### src/rtl/nes_pal_pkg.sv
// Shared palette definitions for the NES video path.
// Contents:
//   PAL_ENTRIES / PAL_BYTES - palette file geometry (64 entries x 3 bytes)
//   pal_ld_state_t          - palette loader FSM states
//   rgb24_t                 - packed colour word, R[23:16], G[15:8], B[7:0]
//   rgb_set()               - replace one component of a colour word
package nes_pal_pkg;

  localparam int PAL_ENTRIES = 64;
  localparam int PAL_BYTES   = 3 * PAL_ENTRIES;

  typedef enum logic [1:0] {
    IDLE    = 2'd0,
    COLLECT = 2'd1,
    WRITE   = 2'd2,
    FINISH  = 2'd3
  } pal_ld_state_t;

  typedef logic [23:0] rgb24_t;

  // Slot 0 is R, 1 is G, 2 is B (file byte order).
  function automatic rgb24_t rgb_set(input rgb24_t word, input logic [1:0] slot,
                                     input logic [7:0] value);
    rgb24_t res;
    res = word;
    case (slot)
      2'd0:    res[23:16] = value;
      2'd1:    res[15:8]  = value;
      default: res[7:0]   = value;
    endcase
    return res;
  endfunction

endpackage

### src/rtl/pal_loader.sv
// pal_loader - turns a downloaded palette file (R,G,B byte triplets on the
// ioctl byte stream) into single-cycle palette RAM write strobes.
// Ports:
//   clk, reset_n          - clock, asynchronous active-low reset
//   pal_download          - high while a palette transfer is active
//   ioctl_wr/addr/dout    - byte strobe, byte offset in file, byte value
//   ioctl_wait            - source must not strobe while high (WRITE cycle)
//   load_color            - one-cycle palette RAM write strobe
//   load_color_index/data - entry index and {R,G,B}, valid with load_color
//   pal_loaded            - all entries written without error
//   pal_err               - protocol error seen in current/last download
module pal_loader #(
  parameter int ADDR_W      = 25,
  parameter int PAL_ENTRIES = 64
) (
  input  logic              clk,
  input  logic              reset_n,
  input  logic              pal_download,
  input  logic              ioctl_wr,
  input  logic [ADDR_W-1:0] ioctl_addr,
  input  logic [7:0]        ioctl_dout,
  output logic              ioctl_wait,
  output logic              load_color,
  output logic [5:0]        load_color_index,
  output logic [23:0]       load_color_data,
  output logic              pal_loaded,
  output logic              pal_err
);
  import nes_pal_pkg::*;

  localparam int PAL_BYTES = 3 * PAL_ENTRIES;
  // One extra bit so a complete palette (count == PAL_ENTRIES) is representable.
  localparam int ECNT_W    = $clog2(PAL_ENTRIES + 1);

  pal_ld_state_t     state_reg, state_next;
  logic              dl_prev_reg;
  logic [7:0]        bcnt_reg;
  logic [1:0]        comp_reg;
  logic [ECNT_W-1:0] ecnt_reg;
  rgb24_t            rgb_reg;
  logic              load_reg;
  logic              wait_reg;
  logic [5:0]        index_reg;
  rgb24_t            data_reg;
  logic              loaded_reg;
  logic              err_reg;

  logic dl_rise;
  logic in_range, addr_ok, take_byte, bad_byte, entry_done, write_next;

  assign dl_rise = pal_download & ~dl_prev_reg;

  // Byte classification. A strobe during the WRITE cycle (ioctl_wait high)
  // is a protocol violation; once an error is latched the rest of the
  // download is ignored.
  always_comb begin
    in_range   = ioctl_addr < ADDR_W'(PAL_BYTES);
    addr_ok    = ioctl_addr == ADDR_W'(bcnt_reg);
    take_byte  = (state_reg == COLLECT) && ioctl_wr && !err_reg && in_range && addr_ok;
    bad_byte   = ioctl_wr && (wait_reg ||
                 ((state_reg == COLLECT) && !err_reg && in_range && !addr_ok));
    entry_done = take_byte && (comp_reg == 2'd2);
  end

  // State register
  always_ff @(posedge clk or negedge reset_n) begin
    if (!reset_n) state_reg <= IDLE;
    else          state_reg <= state_next;
  end

  // Next-state logic. The download end is seen as a low level in COLLECT or
  // WRITE: both states are only reachable while pal_download was high, so a
  // low level there is the falling edge. A byte strobed together with the
  // falling edge is still accepted and its entry written before FINISH.
  always_comb begin
    state_next = state_reg;
    case (state_reg)
      IDLE:    if (dl_rise) state_next = COLLECT;
      COLLECT: begin
        if (entry_done)        state_next = WRITE;
        else if (!pal_download) state_next = FINISH;
      end
      WRITE:   state_next = pal_download ? COLLECT : FINISH;
      FINISH:  state_next = IDLE;
      default: state_next = IDLE;
    endcase
  end

  // Output decode: strobe and stall are registered copies of "entering WRITE".
  always_comb begin
    write_next = (state_next == WRITE);
  end

  // Datapath registers
  always_ff @(posedge clk or negedge reset_n) begin
    if (!reset_n) begin
      // Treat the input as already high so a level held across reset release
      // is not taken as a new download start.
      dl_prev_reg <= 1'b1;
      bcnt_reg    <= '0;
      comp_reg    <= '0;
      ecnt_reg    <= '0;
      rgb_reg     <= '0;
      load_reg    <= 1'b0;
      wait_reg    <= 1'b0;
      index_reg   <= '0;
      data_reg    <= '0;
      loaded_reg  <= 1'b0;
      err_reg     <= 1'b0;
    end else begin
      dl_prev_reg <= pal_download;
      load_reg    <= write_next;
      wait_reg    <= write_next;

      if ((state_reg == IDLE) && dl_rise) begin
        bcnt_reg   <= '0;
        comp_reg   <= '0;
        ecnt_reg   <= '0;
        err_reg    <= 1'b0;
        loaded_reg <= 1'b0;
      end

      if (bad_byte) err_reg <= 1'b1;

      if (take_byte) begin
        bcnt_reg <= bcnt_reg + 8'd1;
        rgb_reg  <= rgb_set(rgb_reg, comp_reg, ioctl_dout);
        comp_reg <= entry_done ? 2'd0 : comp_reg + 2'd1;
      end

      // Entry counter stands in for (bcnt-1)/3; it advances after each write.
      if (entry_done) begin
        data_reg  <= rgb_set(rgb_reg, comp_reg, ioctl_dout);
        index_reg <= 6'(ecnt_reg);
      end

      if (state_reg == WRITE) ecnt_reg <= ecnt_reg + ECNT_W'(1);

      if (state_reg == FINISH)
        loaded_reg <= (ecnt_reg == ECNT_W'(PAL_ENTRIES)) && !err_reg;
    end
  end

  assign load_color       = load_reg;
  assign ioctl_wait       = wait_reg;
  assign load_color_index = index_reg;
  assign load_color_data  = data_reg;
  assign pal_loaded       = loaded_reg;
  assign pal_err          = err_reg;

endmodule
### config.mk
export PLATFORM = sky130hd
export DESIGN_NAME = pal_loader
export DESIGN_NICKNAME = d
export VERILOG_FILES = /design/src/rtl/nes_pal_pkg.sv /design/src/rtl/pal_loader.sv
export SDC_FILE = /design/constraint.sdc
export NUM_CORES = 1
export LEC_CHECK = 0
export ABC_AREA = 1
export ABC_CLOCK_PERIOD_IN_PS = 1500
export BUFFER_PORTS_ARGS = -buffer_cell sky130_fd_sc_hd__buf_4
export CAP_MARGIN = 25
export CORE_ASPECT_RATIO = 0.5
export CORE_UTILIZATION = 25
export CTS_BUF_LIST = sky130_fd_sc_hd__clkbuf_2
export DETAILED_ROUTE_END_ITERATION = 10
export PLACE_DENSITY = 0.5
export SYNTH_ARGS = -nofsm -noshare
export SYNTH_HDL_FRONTEND = slang
export SYNTH_SLANG_ARGS = --single-unit
### constraint.sdc
create_clock -name clk -period 1.5 [get_ports clk]
set_input_delay 0 -clock clk [delete_from_list [all_inputs] [get_ports clk]]
set_output_delay 0 -clock clk [all_outputs]
set_load 0.005 [all_outputs]
# --- Word level (Yosys, flattened, before mapping) ---
# Cells that the tools add are included.
word_totals:
  latchBits: 0
  word_cells: 64
  ram_bits: 0
  romBits: 0
  n_memories: 0
  regBits: 77
classes:
  n_mux: 18
  n_eq_ne: 8
  n_mul: 0
  n_bitwise: 2
  order_cmp: 1
  div_mod_pow: 0
  addsub: 3
  shift: 0
  n_reduce_logical: 21
ops:
  columns: ["cell", "count"]
  rows:
  - ["$mux 8", 5]
  - ["$eq 25x8->1", 1]
  - ["$lt 25x8->1 const B", 1]
  - ["$mux 2", 7]
  - ["$mux 7", 2]
  - ["$logic_and 1x1->1", 11]
  - ["$add 8x1->8 const B", 1]
  - ["$eq 2x2->1 const B", 4]
  - ["$pmux 2 s4", 1]
  - ["$reduce_bool 2->1", 4]
  - ["$add 7x1->7 const B", 1]
  - ["$eq 7x7->1 const B", 1]
  - ["$eq 2x1->1 const B", 2]
  - ["$logic_not 2->1", 2]
  - ["$mux 1", 3]
  - ["$add 2x1->2 const B", 1]
  - ["$logic_not 1->1", 2]
  - ["$reduce_or 2->1", 1]
  - ["$and 1x1->1", 1]
  - ["$logic_or 1x1->1", 1]
  - ["$not 1->1", 1]

# --- Longest topological paths before layout ---
# Gate-level depths: netlist (run 1).
depth:
  depth_word: 9
  ltp_mapped: 11
  mapped_depth_nobuf: 10

# --- Worst setup path before layout (run 1) ---
# Ideal clock, no wire load.
synth_timing:
  path_kind: "register to register"
  start: "reg err_reg (netlist: pal_err)"
  end: "reg data_reg[10] (netlist: load_color_data[10])"
  setup_time_ns: 0.117
  t_arrival_ns: 1.354
  path_slack_ns: 0.029
  required_ns: 1.383
  synth_period_minus_slack_ns: 1.471
  stages_incl_launch_ff: 10
  path_cell_list: "dfrtp_1 nor2_1 nand2_1 nor2_1 nand2_1 nor2_1 nand4_1 clkbuf_1 nand2_1 nand2_1"
synth_between:
  elab_chain_cells: 5
synth_rtl:
  columns: ["item", "line_no", "source"]
  rows:
  - ["from (decl)", "pal_loader.sv:46", "logic err_reg;"]
  - ["from (signal assigned)", "pal_loader.sv:109", "err_reg <= 1'b0;"]
  - ["from (signal assigned)", "pal_loader.sv:119", "err_reg <= 1'b0;"]
  - ["from (signal assigned)", "pal_loader.sv:123", "if (bad_byte) err_reg <= 1'b1;"]
  - ["$logic_not 1->1", "pal_loader.sv:59", "take_byte = (state_reg == COLLECT) && ioctl_wr && !err_reg && in_range && addr_ok;"]
  - ["$logic_and 1x1->1 (3 in series)", "pal_loader.sv:59", null]
  - ["$logic_and 1x1->1", "pal_loader.sv:62", "entry_done = take_byte && (comp_reg == 2'd2);"]
  - ["to (signal assigned)", "pal_loader.sv:133", "data_reg <= rgb_set(rgb_reg, comp_reg, ioctl_dout);"]
  - ["to (decl)", "pal_loader.sv:44", "rgb24_t data_reg;"]
# Every way passes these cells.
# A chain may end at the register's enable or synchronous reset.

# --- Worst setup path in the final report (run 1) ---
layout_timing:
  start: "reg bcnt_reg[5]"
  end: "reg data_reg[16] (netlist: load_color_data[16])"
layout_between:
  elab_chain_cells: 3
layout_rtl:
  columns: ["item", "line_no", "source"]
  rows:
  - ["from (decl)", "pal_loader.sv:37", "logic [7:0] bcnt_reg;"]
  - ["from (signal assigned)", "pal_loader.sv:126", "bcnt_reg <= bcnt_reg + 8'd1;"]
  - ["$eq 25x8->1", "pal_loader.sv:58", "addr_ok = ioctl_addr == ADDR_W'(bcnt_reg);"]
  - ["$logic_and 1x1->1", "pal_loader.sv:59", null]
  - ["$logic_and 1x1->1", "pal_loader.sv:62", null]
# Every way passes these cells.

==> results of run 1 <==
==> per-layer routing <==
layer  up-vias  share of wire  track usage
li1       1826              -            -
met1      1699           0.49        0.190
met2        73           0.44        0.210
met3        22          0.039       0.0361
met4         0          0.024       0.0474
met5         -              0            0
==> power groups by stage <==
stage / clock (uW) / sequential (uW) / combinational (uW)
6_report: 1320 / 2260 / 784
5_1_grt: 1470 / 2270 / 895
4_1_cts: 1370 / 2260 / 673
3_5_place_dp: 0 / 2300 / 592
3_3_place_gp: 0 / 2300 / 587
2_1_floorplan: 0 / 2270 / 311
==> final cells by class <==
class	count	area (um^2)
Inverter	47	189
Clock inverter	6	86.3
Fill cell	1512	8960
Timing Repair Buffer	148	1340
Sequential cell	77	1930
Multi-Input combinational cell	358	1740
Tap cell	198	248
Clock buffer	10	50.0
==> placed cells by master (no fill, tap or decap), types with 2 or more instances in the layout <==
cell type	count
xnor2_1	2
buf_6	6
clkbuf_16	3
mux2_2	2
o21ai_0	30
inv_1	41
nor2_4	4
dlygate4sd3_1	33
inv_2	4
nor2_1	34
dfrtp_1	76
clkinv_1	2
a21oi_1	8
nand2_1	197
nand3_1	20
nor2_2	3
xor2_1	4
clkbuf_2	10
nand2_4	12
bufinv_16	2
nand2_2	24
buf_4	100
nand4_1	6
buf_12	6
ha_1	3
==> cells by family after synthesis <==
kind of cell	after synthesis	share of synthesized area
AND/OR/NAND/NOR	304	0.322
flip-flops	77	0.515
buffers and inverters	64	0.0712
AO/OA/AOI/OAI	43	0.0609
XOR/XNOR	6	0.0140
adder cells (fa/ha/maj)	3	0.0100
multiplexers	2	0.00602
==> worst max-delay path by stage <==
stage / to / cells after the start
after global routing: load_color_data[19]$_DFFE_PN0P_ / 10
after floorplan: load_color_data[10]$_DFFE_PN0P_ / 9
final: load_color_data[16]$_DFFE_PN0P_ / 11
after CTS: load_color_data[2]$_DFFE_PN0P_ / 11
after detailed placement: load_color_data[2]$_DFFE_PN0P_ / 10
after global placement: load_color_data[7]$_DFFE_PN0P_ / 10
==> per-stage QoR <==
| step | setup WS [ns] | total power (uW) | utilization |
|---|---|---|---|
| after floorplan | 0.0294 | 2580 | - |
| after global routing | -0.248 | 4640 | 0.384 |
| after global placement | -0.0917 | 2880 | 0.325 |
| final | -0.111 | 4360 | 0.384 |
| after CTS | -0.0650 | 4300 | 0.360 |
| after detailed placement | -0.112 | 2890 | 0.325 |
==> worst min-delay path, cell delays in order <==
cell and delay, ns:
buf_4 0.08, nand2_1 0.04, nand2_1 0.05, nor2_1 0.04, nand2_1 0.11, nor2_4 0.06
nand2_1 0.08, nand2_1 0.06, nand2_1 0.05
==> timing repair <==
| action | in CTS | in global routing |
|---|---|---|
| hold buffers | 34 | 0 |
| cloned | 0 | 4 |
| pin swaps | 0 | 22 |
| buffers inserted | 0 | 8 |
| endpoints found under the hold margin | 131 | 0 |
| setup endpoints to repair | 67 | 83 |
| gates resized for setup | 9 | 63 |
==> flow_summary.ini, run 1 <==
[critical_path]
critPathBufInv = 3
end_kind = flop
worstSetupPathType = flop to flop
r2r_cells = 11
cpLargestDelayFamily = simple AND/OR/NAND/NOR gates
max_stage_delay_ns = 0.45
cp_max_fo = 5
cp.required_ns = 1.96
r2r_end = load_color_data[16]$_DFFE_PN0P_
crit_arrival_ns = 2.07
r2r-start = bcnt_reg[5]$_DFFE_PN0P_
startpoint = bcnt_reg[5]$_DFFE_PN0P_
crit_top_cell = nand2_1
ff2ff_setup_slack_ns = -0.11
worst_path_max_delay_cell = dfrtp_1
cp_cell_sequence = inv_2 > nand2_1 > nand2_1 > nor2_1 > nand2_1 > nor2_4 > nand4_1 > buf_6 > clkbuf_16 > nand2_1 > nand2_1
cp-start-kind = flop

[sta]
timing.hold.ws_ns = 0.0551
fmax_mhz = 621
fin_crit_ns = 1.61
rsz0062_at_grt = true
finalSetupViolCount = 66
slew_viol_final = 0
hold_viol = 0
worstMarginPinSlew_ns = 0.467
tns_ns = -4.75
finalWorstSetupSlack_ns = -0.111
fin_crit_sh = 1.07
fin_skew_ns = 0.0298
relSlewSlack = 0.685

[worst_hold_path]
holdPathStages = 9
holdPathEnd = pal_err$_DFFE_PN0P_
hold_path.class = input port to flop
worstHoldStart = ioctl_addr[4]

[detailed_routing]
wl_per_cell_um = 12.7
drtIter0Drc = 168
drc = 0
drt_pre_antenna_iters = 4
viasPerCell = 4.29
vias = 3620
ant_nets = 0
drt_wl_total_um = 10700

[floorplan]
dieArea_mm2 = 0.0155
core.rowCount = 31
ioPinCount = 71
core-area_mm2 = 0.0145
initial_core_util = 0.257
dieWidth_um = 175
dieHeight_um = 88.5

[logic_synthesis]
ys_seq_elements = 77
synth-edff-count = 0
yosys-top-cells-area = dfrtp_1 (51%), nand2_1 (23%), inv_1 (4.2%)
syn_nets = 539
avgSynthCellArea_um2 = 7.50
synth.most_common_cell = nand2_1
synthFlopType = dfrtp_1
yosys.area.top_type = dfrtp_1
synth_common_cells = nand2_1 (233), dfrtp_1 (76), inv_1 (42)
seq_area_frac_synth = 0.515
yosysTopAreaCellShare = 0.508
netlist_area_mm2 = 0.00374
synthCells = 499
synthArstFlopShare = 1.00
synth_cell_type_count = 27
yosysWarnings = 0

[power_and_ir_drop]
p_sw_frac = 0.291
comb_power_share = 0.180
power.density_mw_per_mm2 = 780
leakage_uw = 0.00306
p_seq_frac = 0.518
p_sw_uw = 1270
internal_power_uw = 3090
clockPowerShare = 0.302
peakVddDrop_v = 0.000368

[placement]
numPlacedInstances = 783
placed_area_mm2 = 0.00472
place_congestion = 0.764
hpwl_um = 6910
portBuffers = 70

[cts]
cts.sinks = 77
cts_made_buffers = 9
clkLatencyLatePin_ns = 0.54
clkTransAtPathRegs_ns = 0.22
cts_tree = built
htree_num_levels = 3
cts-root-buf = clkbuf_2
clk_path_buf_depth = 2

[grt]
grt_max_degree = 54
overflow = 0
antenna_found_initial = 0
grt_pass1_wl_um = 16500
grt_pass1_vias = 3286
global_route.usage.total = 0.138

[outcome]
violations = setup timing
status = finished, violations left

[final_layout]
n_antenna_cell = 0
postLayoutCellArea_mm2 = 0.00559
drive_gt1_frac = 0.286
finalNetCount = 681
syn2layout_area_growth_pct = 49.4
fin_cells = 844

[flow_run]
drv_cap = 0
Power figures use the tool's default switching activity.
==> inputs of run 2 (changes only) <==
Settings changed: CORE_MARGIN from default to 3.
==> run 2 against run 1 <==
Net effect:
- the flow still finishes with violations (setup timing)
- cell count down 0.12%
- register-to-register slack about the same
- worst hold slack better by 0.056 ns
- critical path type unchanged
- critical endpoint is now comp_reg[0]$_DFFE_PN0P_
==> flow_summary.ini, run 2 (synthesized netlist as in run 1, its figures left out) <==
[detailed_routing]
wl_per_cell_um = 12.8
drtIter0Drc = 221
drc = 0
ant_nets = 0
vias = 3586
drt_wl_total_um = 10800
viasPerCell = 4.25
drt_pre_antenna_iters = 4

[critical_path]
startpoint = bcnt_reg[3]$_DFFE_PN0P_
worst_path_max_delay_cell = dfrtp_1
cp.required_ns = 1.93
r2r_end = comp_reg[0]$_DFFE_PN0P_
worstSetupPathType = flop to flop
max_stage_delay_ns = 0.44
cp-start-kind = flop
end_kind = flop
cp_max_fo = 14
cp_cell_sequence = inv_1 > nand2_1 > nand2_1 > nor2_1 > nand2_1 > nor2_4 > nand3_4 > buf_4 > buf_8 > nand3_1 > nand2_1
crit_top_cell = nand2_1
crit_arrival_ns = 2.03
r2r_cells = 11
r2r-start = bcnt_reg[3]$_DFFE_PN0P_
ff2ff_setup_slack_ns = -0.10

[sta]
fin_crit_sh = 1.07
finalWorstSetupSlack_ns = -0.102
worstMarginPinSlew_ns = 0.381
finalSetupViolCount = 66
fin_crit_ns = 1.60
tns_ns = -4.94
relSlewSlack = 0.745
slew_viol_final = 0
timing.hold.ws_ns = 0.111
fin_skew_ns = 0.0277
fmax_mhz = 624
rsz0062_at_grt = true
hold_viol = 0

[placement]
placement.setup.worst_slack_ns = -0.168
placed_area_mm2 = 0.00471
portBuffers = 70
place_congestion = 0.802
hpwl_um = 7250

[cts]
clkTransAtPathRegs_ns = 0.22
clkLatencyLatePin_ns = 0.53
cts_made_buffers = 9
htree_num_levels = 3
cts-root-buf = clkbuf_2
cts_tree = built
clk_path_buf_depth = 2
cts.sinks = 77

[grt]
grt_max_degree = 39
global_route.usage.total = 0.133
grt_pass1_vias = 3432
overflow = 0
antenna_found_initial = 0
grt_pass1_wl_um = 17200

[power_and_ir_drop]
leakage_uw = 0.00292
power.density_mw_per_mm2 = 842
peakVddDrop_v = 0.000414

[worst_hold_path]
holdPathEnd = pal_err$_DFFE_PN0P_
hold_path.class = input port to flop
holdPathStages = 9
worstHoldStart = ioctl_addr[19]

[final_layout]
n_antenna_cell = 0
most-common-layout-cells = nand2_1 (232), buf_4 (108), dfrtp_1 (76), inv_1 (41)
final_common_cell = nand2_1
finalNetCount = 686
drive_gt1_frac = 0.229
syn2layout_area_growth_pct = 45.1
postLayoutCellArea_mm2 = 0.00543
fillers = 1464

[outcome]
violations = setup timing
status = finished, violations left

[floorplan]
ioPinCount = 71
dieHeight_um = 92.5
initial_core_util = 0.266
dieArea_mm2 = 0.0166
core.rowCount = 30
dieWidth_um = 179
core-area_mm2 = 0.0141

[flow_run]
drv_cap = 0
-- run 2: layer usage --
metal  vias up  global-route usage  wire length [um]
met5         -                   0                 0
met4         0              0.0427               129
met3        12              0.0315               397
met2        57               0.204              4890
met1      1680               0.183              5360
li1       1837                   -                 -
-- run 2: final cells by class --
class / instances / area, um^2 / area share
clock buffer: 9 / 45.0 / 0.00830
clock inverter: 7 / 113 / 0.0208
inverter: 47 / 176 / 0.0325
multi-input combinational: 358 / 1590 / 0.293
sequential: 77 / 1930 / 0.355
tap: 192 / 240 / 0.0443
timing repair buffer: 153 / 1330 / 0.246
-- run 2: metrics by stage --
step / util / instances / power [uW]
finish: 0.386 / 843 / 4570
detailed placement: 0.335 / 777 / 2900
CTS: 0.376 / 832 / 4500
floorplan: - / 499 / 2580
global placement: 0.335 / 777 / 2900
global route: 0.386 / 843 / 4810
-- run 2: what timing repair did --
item,CTS,global route
pin swaps,1,3
setup buffers,2,9
hold endpoints to repair,131,0
cloned,0,1
hold buffers,37,0
endpoints found under the setup margin,67,69
gates resized for setup,8,15
-- run 2: critical path: cells and delay by family (launching register included) --
kind,cells,cell delay (ns)
simple gates,8,0.70
flops,1,0.44
buf+inv,3,0.36
-- run 2: report_power, final --
group          total [uW]  switching, uW  internal, uW
registers            2260           97.7          2170
logic                 823            431           392
clock network        1480            769           714
-- run 2: how the worst max path moves through the flow --
stage,slack [ns],depth (start not counted),to
2_1_floorplan,0.03,9,load_color_data[10]$_DFFE_PN0P_
3_3_place_gp,-0.11,11,load_color_index[3]$_DFFE_PN0P_
3_5_place_dp,-0.17,11,load_color_index[2]$_DFFE_PN0P_
4_1_cts,-0.13,10,load_color_index[4]$_DFFE_PN0P_
5_1_grt,-0.25,10,load_color_index[5]$_DFFE_PN0P_
6_report,-0.10,11,comp_reg[0]$_DFFE_PN0P_
==> inputs of run 3 (changes only) <==
Settings changed: CELL_PAD_IN_SITES_DETAIL_PLACEMENT from default to 1, CELL_PAD_IN_SITES_GLOBAL_PLACEMENT from default to 2, CORE_MARGIN 3 to 2, PLACE_DENSITY 0.5 to 0.74.
==> run 3 against run 2 <==
Net effect:
- first-iteration DRC count shrank 43%
- clock skew grew 0.013 ns
- total power shrank 8.2%
- critical path type unchanged
- sequential power is essentially flat
- sequential share of layout area is essentially flat
- critical path depth shrank 1
- core utilization shrank 1.3 points
- worst hold slack lost 0.048 ns
- final area is essentially flat
- the run still ends with setup timing left
==> flow_summary.ini, run 3 (synthesized netlist as in run 1, its figures left out) <==
[outcome]
status = finished, violations left
violations = setup timing

[floorplan]
dieHeight_um = 90.5
core-area_mm2 = 0.0145
initial_core_util = 0.257
ioPinCount = 71
dieArea_mm2 = 0.0160
core.rowCount = 31
dieWidth_um = 177

[critical_path]
r2r_end = load_color_data[9]$_DFFE_PN0P_
startpoint = bcnt_reg[5]$_DFFE_PN0P_
r2r_cells = 10
crit_arrival_ns = 2.09
end_kind = flop
cp.required_ns = 1.95
cp-start-kind = flop
worstSetupPathType = flop to flop
cp_max_fo = 16
ff2ff_setup_slack_ns = -0.14
r2r-start = bcnt_reg[5]$_DFFE_PN0P_

[grt]
overflow = 0
use_met3 = 0.0349
grt_pass1_wl_um = 19800
grt.met2_usage = 0.246
antenna_found_initial = 1
grt_max_degree = 51
global_route.usage.total = 0.156
grt_use_met1 = 0.216
grt_pass1_vias = 3947
top_usage_layer = met2

[sta]
fin_crit_sh = 1.09
slew_viol_final = 0
timing.hold.ws_ns = 0.0630
fin_skew_ns = 0.0407
tns_ns = -4.11
rsz0062_at_grt = true
fin_crit_ns = 1.64
worstMarginPinSlew_ns = 0.641
finalSetupViolCount = 42
fmax_mhz = 610
hold_viol = 0
relSlewSlack = 0.568
finalWorstSetupSlack_ns = -0.141

[power_and_ir_drop]
comb_power_share = 0.186
p_sw_frac = 0.311
power.density_mw_per_mm2 = 774
p_seq_frac = 0.537
p_sw_uw = 1300
leakage_uw = 0.00294
peakVddDrop_v = 0.000363
internal_power_uw = 2890
clockPowerShare = 0.277

[detailed_routing]
vias = 3655
drt_wl_total_um = 12200
drt_pre_antenna_iters = 4
viasPerCell = 4.33
drc = 0
ant_nets = 0
wl_per_cell_um = 14.4
drtIter0Drc = 127

[final_layout]
drive_gt1_frac = 0.262
most-common-layout-cells = nand2_1 (220), buf_4 (105), dfrtp_1 (76), inv_1 (38), nor2_1 (32)
fin_cells = 845
finalNetCount = 681
syn2layout_area_growth_pct = 44.9
final_util = 0.373
final_common_cell = nand2_1
fillers = 1799

[worst_hold_path]
holdPathStages = 9
holdPathEnd = pal_err$_DFFE_PN0P_
hold_path.class = input port to flop
worstHoldStart = ioctl_addr[4]

[cts]
clkLatencyLatePin_ns = 0.56
cts_made_buffers = 9
cts.sinks = 77
clkTransAtPathRegs_ns = 0.22
clk_path_buf_depth = 2
cts_tree = built
cts-root-buf = clkbuf_2
htree_num_levels = 3

[placement]
placement.setup.worst_slack_ns = -0.165
place_congestion = 0.718
hpwl_um = 7880
portBuffers = 70
numPlacedInstances = 782

[flow_run]
drv_cap = 0
-- run 3: area by class of cell --
class                   instances  area [um^2]  share of cell area
flip-flops and latches         77         1930               0.356
multi-input cells             358         1640               0.303
repair buffers                148         1320               0.243
well taps                     198          248              0.0457
inverters                      47          176              0.0325
clock inverters                 7         65.1              0.0120
clock buffers                   9         45.0             0.00831
diodes                          1         2.50            0.000462
-- run 3: layer usage --
| metal | vias up | wire (um) | share of wire |
|---|---|---|---|
| met2 | 39 | 5610 | 0.46 |
| met5 | - | 0 | 0 |
| met4 | 0 | 118 | 0.0097 |
| met3 | 9 | 272 | 0.022 |
| met1 | 1788 | 6200 | 0.51 |
| li1 | 1819 | - | - |
-- run 3: metrics by stage --
stage          cell area [um^2]  power, uW
2_1_floorplan              3740       2580
4_1_cts                    5160       4160
5_1_grt                    5420       4470
3_3_place_gp               4710       2920
6_report                   5420       4200
3_5_place_dp               4710       2920
-- run 3: power groups by stage --
stage	clock network [uW]	logic, uW	registers [uW]
finish	1160	782	2250
global placement	0	627	2290
global route	1310	889	2270
detailed placement	0	628	2290
floorplan	0	311	2270
CTS	1210	696	2260
-- run 3: how the worst max path moves through the flow --
stage,endpoint,depth (start not counted)
finish,load_color_data[9]$_DFFE_PN0P_,10
global route,load_color_data[6]$_DFFE_PN0P_,12
CTS,load_color_data[23]$_DFFE_PN0P_,10
detailed placement,bcnt_reg[2]$_DFFE_PN0P_,9
global placement,bcnt_reg[5]$_DFFE_PN0P_,9
floorplan,load_color_data[10]$_DFFE_PN0P_,9
-- run 3: critical path, stage by stage (launching register included) --
cell     delay, ns
dfrtp_1       0.45
nand2_1       0.09
nand2_2       0.06
nor2_2        0.11
nand2_2       0.07
nor2_4        0.15
nand4_1       0.17
buf_4         0.18
buf_12        0.14
nand2_1       0.06
nand2_1       0.05
-- run 3: repair_timing --
item / 4_1_cts / 5_1_grt
endpoints found under the setup margin: 67 / 75
resized for setup: 8 / 33
endpoints found under the hold margin: 128 / 0
gates cloned: 0 / 5
pin swaps: 0 / 10
setup buffers: 1 / 11
hold buffers: 30 / 0
